--- config.mk ---
export PLATFORM = sky130hd
export DESIGN_NAME = uart_frame_tx_flat
export DESIGN_NICKNAME = d
export VERILOG_FILES = /design/src/rtl/uart_frame_if.sv /design/src/rtl/uart_frame_tx.sv /design/src/flat_wrapper.sv
export SDC_FILE = /design/constraint.sdc
export NUM_CORES = 1
export LEC_CHECK = 0
export ABC_AREA = 1
export BUFFER_PORTS_ARGS = -buffer_cell sky130_fd_sc_hd__buf_4
export CAP_MARGIN = 25
export CELL_PAD_IN_SITES_DETAIL_PLACEMENT = 0
export CELL_PAD_IN_SITES_GLOBAL_PLACEMENT = 1
export CORE_ASPECT_RATIO = 1.25
export CORE_MARGIN = 2
export CORE_UTILIZATION = 30
export DETAILED_ROUTE_END_ITERATION = 8
export PLACE_DENSITY = 0.64
export SYNTH_ARGS = -nofsm -noshare
export SYNTH_HDL_FRONTEND = slang
export SYNTH_SLANG_ARGS = --single-unit
export TNS_END_PERCENT = 100
--- constraint.sdc ---
create_clock -name sys_clk -period 3.2 [get_ports sys_clk]
set_input_delay 0 -clock sys_clk [delete_from_list [all_inputs] [get_ports sys_clk]]
set_output_delay 0 -clock sys_clk [all_outputs]
set_load 0.01 [all_outputs]
--- src/rtl/uart_frame_if.sv ---
// Channel-sampling UART frame transmitter bus.
// Groups the enable/sample inputs and the serial/status outputs.
interface uart_frame_if #(
    parameter int N_CH = 18
);
    logic            uart_start;
    logic [N_CH-1:0] ch_in;
    logic            uart_txd;
    logic            tx_busy;
    logic            sample_strobe;
    logic            frame_done;
    logic            overrun;

    // Channel logic / host side
    modport master (
        output uart_start,
        output ch_in,
        input  uart_txd,
        input  tx_busy,
        input  sample_strobe,
        input  frame_done,
        input  overrun
    );

    // Transmitter side
    modport slave (
        input  uart_start,
        input  ch_in,
        output uart_txd,
        output tx_busy,
        output sample_strobe,
        output frame_done,
        output overrun
    );
endinterface

--- src/rtl/uart_frame_tx.sv ---
// Periodic N_CH-channel sampler sending HEADER + packed bytes as 8N1.
// Optional checksum byte (XOR of all prior bytes) via UART_CHECKSUM_EN.
module uart_frame_tx #(
    parameter int         N_CH         = 18,
    parameter int         CLKS_PER_BIT = 576,
    parameter int         PERIOD_BITS  = 64,
    parameter logic [7:0] HEADER       = 8'hA5
) (
    input logic         sys_clk,
    input logic         sys_reset,
    uart_frame_if.slave bus
);

    localparam int NB = (N_CH + 7) / 8;
`ifdef UART_CHECKSUM_EN
    localparam int N_BYTES = NB + 2;
`else
    localparam int N_BYTES = NB + 1;
`endif
    localparam int PERIOD_CLKS = CLKS_PER_BIT * PERIOD_BITS;
    localparam int CW = (CLKS_PER_BIT > 1) ? $clog2(CLKS_PER_BIT) : 1;
    localparam int BW = $clog2(NB + 2);
    localparam int PW = (PERIOD_CLKS > 1) ? $clog2(PERIOD_CLKS) : 1;

    localparam logic [CW-1:0] CLK_LAST  = CW'(CLKS_PER_BIT - 1);
    localparam logic [PW-1:0] PER_LAST  = PW'(PERIOD_CLKS - 1);
    localparam logic [BW-1:0] BYTE_LAST = BW'(N_BYTES - 1);

    typedef enum logic [1:0] {
        S_IDLE,
        S_START,
        S_DATA,
        S_STOP
    } state_e;

    state_e            state_q, state_d;
    logic [CW-1:0]     clk_q, clk_d;
    logic [2:0]        bit_q, bit_d;
    logic [BW-1:0]     byte_q, byte_d;
    logic [PW-1:0]     per_q, per_d;
    logic [NB*8-1:0]   shadow_q, shadow_d;
    logic              txd_q, txd_d;
    logic              done_q, done_d;
    logic              ovr_q, ovr_d;

    logic              tick;
    logic              bit_end;
    logic [NB*8-1:0]   ch_pad;
    logic [7:0]        cur_byte;
`ifdef UART_CHECKSUM_EN
    logic [7:0]        csum;
`endif

    assign tick = bus.uart_start && (per_q == PER_LAST);

    // Zero-pad the channel vector up to a whole number of bytes
    always_comb begin
        ch_pad = '0;
        ch_pad[N_CH-1:0] = bus.ch_in;
    end

    // Select the byte currently on the wire from the byte index
    always_comb begin
        cur_byte = HEADER;
`ifdef UART_CHECKSUM_EN
        csum = HEADER;
`endif
        for (int k = 0; k < NB; k++) begin
`ifdef UART_CHECKSUM_EN
            csum = csum ^ shadow_q[8*k +: 8];
`endif
            if (int'(byte_q) == k + 1) begin
                cur_byte = shadow_q[8*k +: 8];
            end
        end
`ifdef UART_CHECKSUM_EN
        if (int'(byte_q) == NB + 1) begin
            cur_byte = csum;
        end
`endif
    end

    // Sampling period counter, held at zero while disabled
    always_comb begin
        per_d = per_q + 1'b1;
        if (!bus.uart_start || per_q == PER_LAST) begin
            per_d = '0;
        end
    end

    // Sticky overrun: tick while a frame is still on the wire
    always_comb begin
        ovr_d = ovr_q;
        if (!bus.uart_start) begin
            ovr_d = 1'b0;
        end else if (tick && state_q != S_IDLE) begin
            ovr_d = 1'b1;
        end
    end

    // Frame FSM next-state, bit timing and registered serial data
    always_comb begin
        state_d  = state_q;
        clk_d    = clk_q;
        bit_d    = bit_q;
        byte_d   = byte_q;
        shadow_d = shadow_q;
        txd_d    = txd_q;
        done_d   = 1'b0;
        bit_end  = (clk_q == CLK_LAST);
        unique case (state_q)
            S_IDLE: begin
                txd_d = 1'b1;
                if (tick) begin
                    state_d  = S_START;
                    shadow_d = ch_pad;
                    clk_d    = '0;
                    bit_d    = '0;
                    byte_d   = '0;
                    txd_d    = 1'b0;
                end
            end
            S_START: begin
                if (bit_end) begin
                    state_d = S_DATA;
                    clk_d   = '0;
                    bit_d   = '0;
                    txd_d   = cur_byte[0];
                end else begin
                    clk_d = clk_q + 1'b1;
                end
            end
            S_DATA: begin
                if (bit_end) begin
                    clk_d = '0;
                    if (bit_q == 3'd7) begin
                        state_d = S_STOP;
                        txd_d   = 1'b1;
                    end else begin
                        bit_d = bit_q + 3'd1;
                        txd_d = cur_byte[bit_q + 3'd1];
                    end
                end else begin
                    clk_d = clk_q + 1'b1;
                end
            end
            S_STOP: begin
                if (bit_end) begin
                    clk_d = '0;
                    if (byte_q == BYTE_LAST) begin
                        state_d = S_IDLE;
                        done_d  = 1'b1;
                        txd_d   = 1'b1;
                    end else begin
                        state_d = S_START;
                        byte_d  = byte_q + 1'b1;
                        txd_d   = 1'b0;
                    end
                end else begin
                    clk_d = clk_q + 1'b1;
                end
            end
            default: begin
                state_d = S_IDLE;
                txd_d   = 1'b1;
            end
        endcase
    end

    // State and datapath registers; reset aborts any frame in flight
    always_ff @(posedge sys_clk) begin
        if (sys_reset) begin
            state_q  <= S_IDLE;
            clk_q    <= '0;
            bit_q    <= '0;
            byte_q   <= '0;
            per_q    <= '0;
            shadow_q <= '0;
            txd_q    <= 1'b1;
            done_q   <= 1'b0;
            ovr_q    <= 1'b0;
        end else begin
            state_q  <= state_d;
            clk_q    <= clk_d;
            bit_q    <= bit_d;
            byte_q   <= byte_d;
            per_q    <= per_d;
            shadow_q <= shadow_d;
            txd_q    <= txd_d;
            done_q   <= done_d;
            ovr_q    <= ovr_d;
        end
    end

    assign bus.uart_txd      = txd_q;
    assign bus.tx_busy       = (state_q != S_IDLE);
    assign bus.frame_done    = done_q;
    assign bus.overrun       = ovr_q;
    assign bus.sample_strobe = tick && (state_q == S_IDLE) && !sys_reset;

endmodule

--- src/flat_wrapper.sv ---
// flat-port wrapper written by rule: the top's interface ports become plain ports
module uart_frame_tx_flat 
#(
    parameter int         N_CH         = 18,
    parameter int         CLKS_PER_BIT = 576,
    parameter int         PERIOD_BITS  = 64,
    parameter logic [7:0] HEADER       = 8'hA5
)
  (sys_clk, sys_reset, bus_uart_start, bus_ch_in, bus_uart_txd, bus_tx_busy, bus_sample_strobe, bus_frame_done, bus_overrun);
  uart_frame_if #(.N_CH(N_CH)) bus_i ();
  input logic sys_clk;
  input logic sys_reset;
  input wire logic [$bits(bus_i.uart_start)-1:0] bus_uart_start;
  input wire logic [$bits(bus_i.ch_in)-1:0] bus_ch_in;
  output wire logic [$bits(bus_i.uart_txd)-1:0] bus_uart_txd;
  output wire logic [$bits(bus_i.tx_busy)-1:0] bus_tx_busy;
  output wire logic [$bits(bus_i.sample_strobe)-1:0] bus_sample_strobe;
  output wire logic [$bits(bus_i.frame_done)-1:0] bus_frame_done;
  output wire logic [$bits(bus_i.overrun)-1:0] bus_overrun;
  assign bus_i.uart_start = bus_uart_start;
  assign bus_i.ch_in = bus_ch_in;
  assign bus_uart_txd = bus_i.uart_txd;
  assign bus_tx_busy = bus_i.tx_busy;
  assign bus_sample_strobe = bus_i.sample_strobe;
  assign bus_frame_done = bus_i.frame_done;
  assign bus_overrun = bus_i.overrun;
  uart_frame_tx #(.N_CH(N_CH), .CLKS_PER_BIT(CLKS_PER_BIT), .PERIOD_BITS(PERIOD_BITS), .HEADER(HEADER)) u_core (.sys_clk(sys_clk), .sys_reset(sys_reset), .bus(bus_i));
endmodule
==> flow_metrics.py <==
metrics = {
    "status": {
        "status": "finished clean",
    },
    "pwr": {
        "p_per_area_nw_per_um2": 502,
        "power_leakage_nw": 1.30,
        "power.switching_w": 0.000555,
        "p_int_w": 0.00118,
        "power_w": 0.00173,
        "vdd_drop_max_mv": 0.220,
        "comb_power_share_pct": 26.4,
        "pwr-share-seq_pct": 43.1,
        "power.share.clock_pct": 30.6,
        "netSwitchingFraction_pct": 32.0,
    },
    "place": {
        "dp.cells": 521,
        "placed_area_um2": 3130,
        "routabilityCongestion": 0.769,
        "dpl.hpwl_um": 4560,
        "portBuffers": 25,
    },
    "yosys": {
        "syn_area_um2": 2850,
        "yosysWarnings": 0,
        "syn-num-nets": 415,
        "syn_inst": 381,
        "ys_seq_elements": 55,
        "yosysUniqueCellTypes": 34,
        "avgSynthCellArea_um2": 7.47,
        "yosysSeqAreaShare_pct": 38.7,
    },
    "sta": {
        "rsz0062_at_grt": "no",
        "fmax_mhz": 484,
        "skew_ps": 6.46,
        "slew-limit-headroom_pct": 58.4,
        "finalSetupViolations": 0,
        "worst_pin_slew_ps": 622,
        "period_share_pct": 64.6,
        "final_max_slew_viol_count": 0,
        "layout_min_cycle_time_ps": 2070,
        "hold_viol_final": 0,
        "setup_tns_ps": 0,
    },
    "setup_path": {
        "crit_fanout": 19,
        "endpoint_kind": "register",
        "crit_chain": "ha_1 -> nand2_2 -> nor3_4 -> nand2_2 -> nor2_4 -> nand3_4 -> nor2_8 -> inv_2 -> nand2_1 -> a21oi_2",
        "slowest_stage": "dfxtp_1",
        "crit_type": "register to register",
        "critPathMaxStageDelay_ps": 360,
        "cp_data_arrival_time_ps": 2230,
        "cp_data_required_time_ps": 3370,
        "path_common_cell": "nand2_2",
        "startpoint_type": "register",
    },
    "finish": {
        "seq_area_um2": 1100,
        "n_antenna_cell": 0,
        "multiInputGateArea_um2": 1530,
        "fin_util_pct": 37.6,
        "final_common_cell": "nand2_1",
        "final_cell_mix": "nand2_1, dfxtp_1, inv_1, nor2_1, a21oi_1",
        "nets": 457,
        "fillers": 1036,
        "layout.cells.non_filler": 547,
        "fin_area_um2": 3450,
        "drive_above_1_share_pct": 16.3,
        "syn_to_final_growth_pct": 21.3,
    },
    "floorplan": {
        "rows": 39,
        "core_um2": 9170,
        "initial_core_util_pct": 31.0,
        "dieArea_um2": 10300,
        "die_y_um": 113,
        "ioPinCount": 26,
        "die_width_um": 91.1,
    },
    "global_routing": {
        "antenna_found_initial": 0,
        "grt_max_degree": 29,
        "overflow": 0,
        "grt_pass1_vias": 2471,
        "grt_pass1_wl_um": 11100,
        "grt_usage_pct": 13.1,
    },
    "route": {
        "postRouteAntennaNets": 0,
        "drc_errors": 0,
        "drt-total-wl_um": 6340,
        "vias": 2468,
        "wl_per_cell_um": 11.6,
        "drtIter0Drc": 67,
        "drt_pass1_iterations": 4,
        "via_per_inst": 4.51,
    },
    "worst_hold_path": {
        "worst_hold_path_type": "input port to register",
    },
    "clock_network": {
        "tritoncts": "yes",
        "numCtsBuffers": 5,
        "clk_latency_ps": 290,
        "h-tree-depth": 2,
        "clock-root-buffer": "clkbuf_16",
        "post_cts.repair.setup_buffers": 0,
        "clock_path_buffers": 2,
        "clk_pin_slew_ps": 70,
        "cts_sinks": 55,
        "cts_hold_buf": 18,
        "cts_resized": 0,
    },
    "run": {
        "cap_violations": 0,
    },
}
flip-flops by register name, indices dropped and copies added, names as in the netlist:
name,flops
u_core.state_q,2
u_core.per_q,16
u_core.bus.frame_done,1
u_core.shadow_q,18
u_core.byte_q,3
u_core.bus.uart_txd,1
u_core.clk_q,10
u_core.bit_q,3
u_core.bus.overrun,1
worst paths after layout:
path | startpoint | endpoint | slack, ps | cells past startpoint
max reg2reg | u_core.per_q[0] | u_core.shadow_q[10] | 1130 | 10
max | u_core.per_q[0] | u_core.shadow_q[10] | 1130 | 10
min reg2reg | u_core.per_q[0] | u_core.per_q[0] | 460 | 1
min | bus_ch_in[14] | u_core.shadow_q[14] | 7 | 3
synthesized netlist by cell type:
cell type | instances | area, um2
a21oi_2 | 10 | 87.6
nand2_1 | 79 | 297
nand3_1 | 29 | 145
a21oi_1 | 35 | 175
inv_4 | 1 | 6.26
nor3b_1 | 3 | 22.5
buf_6 | 3 | 33.8
and3_1 | 1 | 6.26
nor2_4 | 1 | 11.3
xnor2_1 | 3 | 26.3
nand2_2 | 12 | 75.1
or2_2 | 2 | 12.5
xor2_1 | 7 | 61.3
nor3_2 | 5 | 50.1
nand2_4 | 1 | 11.3
nor2_8 | 1 | 20.0
nor3_4 | 1 | 16.3
dfxtp_1 | 55 | 1100
nand3_4 | 1 | 17.5
nand4_1 | 7 | 43.8
o21ai_1 | 3 | 15.0
a31oi_1 | 1 | 6.26
o21ai_0 | 9 | 45.0
nor4_1 | 1 | 6.26
clkbuf_1 | 4 | 15.0
inv_2 | 3 | 11.3
buf_2 | 1 | 5.00
nand3b_1 | 1 | 7.51
nor2_1 | 38 | 143
inv_1 | 38 | 143
o211a_1 | 1 | 10.0
ha_1 | 13 | 163
or2_0 | 1 | 6.26
nor3_1 | 10 | 50.1
routing by layer:
metal	routed length (um)	GRT usage [%]	up-vias
met5	0	0	-
met4	60	3.94	0
met1	2960	15.8	1116
met2	3190	23.6	22
met3	132	2.46	4
li1	-	-	1326
final cells by class:
class / instances / share of cell area (%)
Clock buffer: 7 / 3.84
Clock inverter: 1 / 0.145
Inverter: 42 / 4.64
Multi-Input combinational cell: 276 / 44.3
Sequential cell: 55 / 31.9
Tap cell: 123 / 4.46
Timing Repair Buffer: 43 / 10.7
cells by family after synthesis:
logic type	after synthesis	share of synthesized area, %
AO/OA/AOI/OAI	59	11.9
buffers and inverters	50	7.52
adder cells (fa/ha/maj)	13	5.72
XOR/XNOR	10	3.08
AND/OR/NAND/NOR	194	33.1
flip-flops	55	38.7
critical path, delay by kind of cell, from the launching register on:
family	cells	cell delay (ps)
and+or+nand+nor	7	1100
DFF	1	360
buffers and inverters	1	220
adders and majority gates	1	190
AOI/OAI and AO/OA	1	50
metrics by stage:
stage	hold slack, ps	setup slack, ps
4_1_cts	4.46	1100
6_report	7.05	1130
3_3_place_gp	267	1160
5_1_grt	5.73	834
2_1_floorplan	137	1450
3_5_place_dp	273	1110
power by group through the flow:
stage	logic [W]	clock network [W]	registers, W
6_report	0.000457	0.000530	0.000746
5_1_grt	0.000521	0.000575	0.000752
4_1_cts	0.000464	0.000548	0.000746
3_5_place_dp	0.000446	0	0.000762
3_3_place_gp	0.000446	0	0.000761
2_1_floorplan	0.000336	0	0.000756
(Power assumes the default switching activity.)
